<file path="src/rtl/serial_adder_pkg.sv">
`default_nettype none
// ============================================================================
// serial_adder_pkg : shared FSM state type for the bit-serial adder  | rev 1.0
// ============================================================================
package serial_adder_pkg;

   typedef enum logic [1:0] {
      IDLE = 2'd0,
      RUN  = 2'd1,
      DONE = 2'd2
   } sa_state_t;

endpackage : serial_adder_pkg
`default_nettype wire

</file>
<file path="src/rtl/serial_adder_ctrl_full_adder.sv">
`default_nettype none
// ============================================================================
// full_adder : 1-bit full adder cell, the only arithmetic in the datapath | rev 1.0
// ============================================================================
module full_adder (
   input  logic a,
   input  logic b,
   input  logic cin,
   output logic sum,
   output logic ca
);

   logic w_p;

   assign w_p = a ^ b;
   assign sum = w_p ^ cin;
   assign ca  = (a & b) | (cin & w_p);

endmodule : full_adder
`default_nettype wire

</file>
<file path="src/rtl/serial_adder_ctrl.sv">
`default_nettype none
// ============================================================================
// serial_adder_ctrl : LSB-first bit-serial adder, WIDTH cycles per add  | rev 1.0
// ============================================================================
module serial_adder_ctrl #(
   parameter int WIDTH = 8
) (
   input  logic             clk,
   input  logic             rst,
   input  logic             start,
   input  logic [WIDTH-1:0] a,
   input  logic [WIDTH-1:0] b,
   input  logic             cin,
   output logic             busy,
   output logic             done,
   output logic [WIDTH-1:0] sum,
   output logic             cout
);

   import serial_adder_pkg::*;

   localparam int                c_CNT_W = $clog2(WIDTH);
   localparam logic [c_CNT_W-1:0] c_LAST  = c_CNT_W'(WIDTH - 1);

   sa_state_t          r_state;
   sa_state_t          w_next_state;
   logic [WIDTH-1:0]   r_op_a;
   logic [WIDTH-1:0]   r_op_b;
   logic               r_carry;
   logic [c_CNT_W-1:0] r_cnt;
   // Bit 0 of the partial sum is only ever consumed on the final cycle, so it is not stored.
   logic [WIDTH-2:0]   r_part;
   logic [WIDTH-1:0]   r_sum;
   logic               r_cout;
   logic               w_s;
   logic               w_c;
   logic               w_last;
   logic [WIDTH-1:0]   w_part_next;

   full_adder u_fa (
      .a   (r_op_a[0]),
      .b   (r_op_b[0]),
      .cin (r_carry),
      .sum (w_s),
      .ca  (w_c)
   );

   assign w_last      = (r_cnt == c_LAST);
   assign w_part_next = {w_s, r_part};

   always_ff @(posedge clk) begin
      if (rst) begin
         r_state <= IDLE;
         r_op_a  <= '0;
         r_op_b  <= '0;
         r_carry <= 1'b0;
         r_cnt   <= '0;
         r_part  <= '0;
         r_sum   <= '0;
         r_cout  <= 1'b0;
      end else begin
         r_state <= w_next_state;
         case (r_state)
            IDLE: begin
               if (start) begin
                  r_op_a  <= a;
                  r_op_b  <= b;
                  r_carry <= cin;
                  r_cnt   <= '0;
                  r_part  <= '0;
               end
            end
            RUN: begin
               r_part  <= w_part_next[WIDTH-1:1];
               r_op_a  <= r_op_a >> 1;
               r_op_b  <= r_op_b >> 1;
               r_carry <= w_c;
               if (w_last) begin
                  // Result registers change only here, so no partial value is ever visible.
                  r_sum  <= w_part_next;
                  r_cout <= w_c;
                  r_cnt  <= '0;
               end else begin
                  r_cnt  <= r_cnt + c_CNT_W'(1);
               end
            end
            default: ;
         endcase
      end
   end

   always_comb begin
      w_next_state = r_state;
      case (r_state)
         IDLE:    if (start) w_next_state = RUN;
         RUN:     if (w_last) w_next_state = DONE;
         DONE:    w_next_state = IDLE;
         default: w_next_state = IDLE;
      endcase
   end

   always_comb begin
      busy = (r_state == RUN);
      done = (r_state == DONE);
   end

   assign sum  = r_sum;
   assign cout = r_cout;

endmodule : serial_adder_ctrl
`default_nettype wire

</file>
<file path="config.mk">
export PLATFORM = sky130hd
export DESIGN_NAME = serial_adder_ctrl
export DESIGN_NICKNAME = d
export VERILOG_FILES = /design/src/rtl/serial_adder_pkg.sv /design/src/rtl/serial_adder_ctrl_full_adder.sv /design/src/rtl/serial_adder_ctrl.sv
export SDC_FILE = /design/constraint.sdc
export NUM_CORES = 1
export LEC_CHECK = 0
export ABC_AREA = 1
export CORE_UTILIZATION = 56
export DETAILED_ROUTE_END_ITERATION = 8
export PLACE_DENSITY = 0.83
export SETUP_SLACK_MARGIN = 0.15
export SLEW_MARGIN = 20
export SYNTH_ARGS = -nofsm -noshare
export SYNTH_HDL_FRONTEND = slang
export SYNTH_SLANG_ARGS = --single-unit
</file>
<file path="constraint.sdc">
create_clock -name clk -period 1.8 [get_ports clk]
set_input_delay 0.36 -clock clk [delete_from_list [all_inputs] [get_ports clk]]
set_output_delay 0.36 -clock clk [all_outputs]
set_load 0.05 [all_outputs]
</file>
==> key figures <==
Timing
  – Setup Skew: roughly 0.0090 ns
  – Unrepaired setup endpoints after global routing: true
  – Min Hold Slack: approximately 0.47 ns
  – Hold Vio Cnt, Final: 0
  – Final TNS setup: 0 ns
  – Final setup fails: 0
  – Fin crit share: about 90%
  – Final slew viol count: 0
  – Worst Max-Slew Pin Slew: 0.323 ns
  – Worst slew margin: around four fifths
  – Min cycle time layout: roughly 1.6 ns
  – FMAX: between 600 and 700 MHz
  – PnR worst setup slack: between 0.15 and 0.2 ns

Clock tree
  – CTS root buf: clkbuf_4
  – Total CTS buffers: 5
  – Clock slew at reported path FFs: 0.12 ns
  – Clock sinks: 38
  – H-tree Lvls: 2
  – Max clock buf depth: 2
  – CTS tree: built
  – Worst-Skew Late Latency: 0.35 ns

Detailed routing
  – Final wirelength: 3.75 mm
  – First-pass detailed-route iteration total: 4
  – Initial DRC count: between 70 and 80
  – Vias per cell: roughly 5.2
  – DRC Markers: 0
  – Final ANT Viol Nets: 0
  – Routed len/inst: between 10 and 15 um
  – Total number of vias: 1618

Worst setup path
  – Worst Setup End Kind: output pin
  – RR Endpoint: r_op_a[6]$_SDFFE_PP0P_
  – R2R Setup Slk: 0.35 ns
  – Arr. time, crit path: roughly 1.2 ns
  – Slowest CP cell: dfxtp_2
  – Worst EP required: 1.44 ns
  – CP Class: reg -> out
  – CP max stage delay: about 0.37 ns
  – Critical path fanouts, max: 16
  – Crit path max-delay family: flip-flops
  – Worst path bufs/invs: 2
  – RR Startpoint: r_state[1]$_SDFFE_PP0P_
  – Worst-path cell chain: buf_4, nor2_1, buf_6
  – Cell count of the worst reg-to-reg path: 7
  – Crit start category: flip-flop

Worst hold path
  – Hold_sp: r_part[4]$_SDFFE_PP0P_
  – Worst Hold Path Cells: 2
  – HP Class: reg -> reg
  – Hold Crit Endpoint: sum[4]$_SDFFE_PP0P_

Power
  – Clk pwr share: ~33%
  – Register share of total power: 50.4%
  – P_leak: just under 1 nW
  – Sw frac: 27.4%
  – Psw: about 490 uW
  – Gate power share: between 10% and 20%
  – Total internal power: approximately 1.3 mW
  – VDD IR-drop max: 0.000540 V
  – Pwr dens: roughly 800 nW/um^2

Synth
  – Synth Net Count: between 200 and 300
  – FF+latch count, synth: 38
  – Mapped Cells: about 240
  – Share of the synthesized area in the top cell type: between 40% and 50%
  – Syn Area/Cell: approximately 7.9 um^2
  – Seq/Total Area, Yosys: about two fifths
  – Cell accounting for the most synthesized area: dfxtp_1
  – Synthesized cell area: 1870 um^2
  – Netlist cell types: 24
  – Ranking of synthesized cells by area: dfxtp_1 (41%), nand3_1 (14%), nand2_1 (8.6%)
  – YS warnings: 0

GRT
  – Gr usage total: 23.1%
  – Antenna violations before repair: 0
  – Vias in the first global route: 1400
  – Remaining Overflow, GRT: 0
  – Global-route wire length before repair: a little over 6 mm
  – Pin count of the biggest net entering global routing: 28

Final layout
  – Fin util: 72.3%
  – Fraction of layout cells with a size suffix above 1: a little over a fifth
  – Area Growth Syn to Fin: 19.7%
  – Antenna Diode Count: 0
  – Fin cells: around 310
  – Final net count: roughly 290

Job
  – Max cap viols: 0

Floorplan
  – DIE HEIGHT: roughly 60 um
  – # IOs: 31
  – Initial core utilization: between 60% and 70%
  – Die X: around 60 um
  – Core area: 3100 um^2
  – Std cell rows: 20
  – Die ar.: ~3600 um^2

Status
  – Status: complete, no violations

Place
  – Placed cells: approximately 300
  – Number of port buffers: 30
  – Final Wtd Congestion: between 0.7 and 0.8
  – DP Worst Slack: 0.150 ns
  – Detailed placement HPWL: roughly 2.5 mm
## layer usage
| layer | vias up | wire, um | track usage (%) |
|---|---|---|---|
| li1 | 819 | - | - |
| met1 | 749 | 1750 | 29.0 |
| met2 | 47 | 1780 | 38.3 |
| met3 | 3 | 189 | 5.84 |
| met4 | 0 | 34 | 7.97 |
| met5 | - | 0 | 0 |
## synth_stat cells
master / instances
a21oi_2: 10
nor2_1: 9
nand3_1: 52
nand2_1: 43
o21ai_0: 3
a21boi_0: 1
nor2_4: 1
inv_1: 29
a21oi_1: 14
o21a_1: 1
nor2_2: 1
nand2_8: 3
dfxtp_1: 38
buf_6: 3
inv_2: 2
fa_1: 1
buf_12: 1
nand3_2: 10
ha_1: 2
buf_2: 5
clkbuf_1: 1
clkinv_2: 1
inv_4: 1
buf_4: 5
## worst register-to-register path, cell delays in order (launching register included)
cell	delay, ns
dfxtp_2	0.37
inv_6	0.07
buf_4	0.12
buf_4	0.22
nand2_8	0.16
nand2_8	0.19
nand3_1	0.10
a21oi_1	0.15
## cell usage in the layout (no fill, tap or decap), drive strengths merged
master	count
a21boi	1
a21oi	24
buf	18
bufinv	1
clkbuf	5
clkdlybuf4s50	19
clkinv	1
clkinvlp	2
dfxtp	38
fa	1
ha	2
inv	32
nand2	46
nand3	62
nor2	11
o21a	1
o21ai	3
## stage by stage
step                      power [mW]  instance area (um^2)
after floorplan                 1.14                  1870
after global routing            1.87                  2240
after detailed placement        1.21                  2130
after CTS                       1.80                  2240
after global placement          1.21                  2130
final                           1.79                  2240
## what timing repair did
action	CTS	global route
hold buffers	0	0
buffers inserted	2	0
setup endpoints to repair	2	2
gates resized for setup	4	2
## kinds of logic after synthesis
group,Yosys count,synth area share (%)
DFF,38,40.6
and+or+nand+nor,119,33.8
buffers and inverters,48,13.2
AOI/OAI and AO/OA,29,10.0
adders and majority gates,3,2.40
## layout make-up
| class | instances | area [um^2] |
|---|---|---|
| multi-input combinational | 151 | 866 |
| fill | 266 | 860 |
| sequential | 38 | 763 |
| timing repair buffer | 37 | 342 |
| inverter | 33 | 135 |
| tap | 44 | 55.1 |
| clock inverter | 3 | 45.0 |
| clock buffer | 5 | 37.5 |
## worst max-delay path by stage
stage	cells past startpoint	slack [ns]	endpoint	startpoint
2_1_floorplan	3	0.17	done	r_state[0]$_SDFFE_PP0P_
3_3_place_gp	5	0.17	r_op_b[7]$_SDFFE_PP0P_	start
3_5_place_dp	5	0.15	r_op_b[7]$_SDFFE_PP0P_	start
4_1_cts	3	0.18	done	r_state[0]$_SDFFE_PP0P_
5_1_grt	4	0.13	done	r_state[1]$_SDFFE_PP0P_
6_report	3	0.20	done	r_state[0]$_SDFFE_PP0P_
## power by group through the flow
stage / sequential [mW] / combinational, mW / clock (mW)
finish: 0.903 / 0.296 / 0.592
global route: 0.909 / 0.326 / 0.635
CTS: 0.903 / 0.296 / 0.598
detailed placement: 0.922 / 0.292 / 0
global placement: 0.920 / 0.288 / 0
floorplan: 0.914 / 0.230 / 0
## registers in the layout (all words and copies together), names as in the netlist
name	flops
cout	1
r_carry	1
r_cnt	3
r_op_a	8
r_op_b	8
r_part	7
r_state	2
sum	8
No activity file was read; power rests on OpenSTA's default activity.
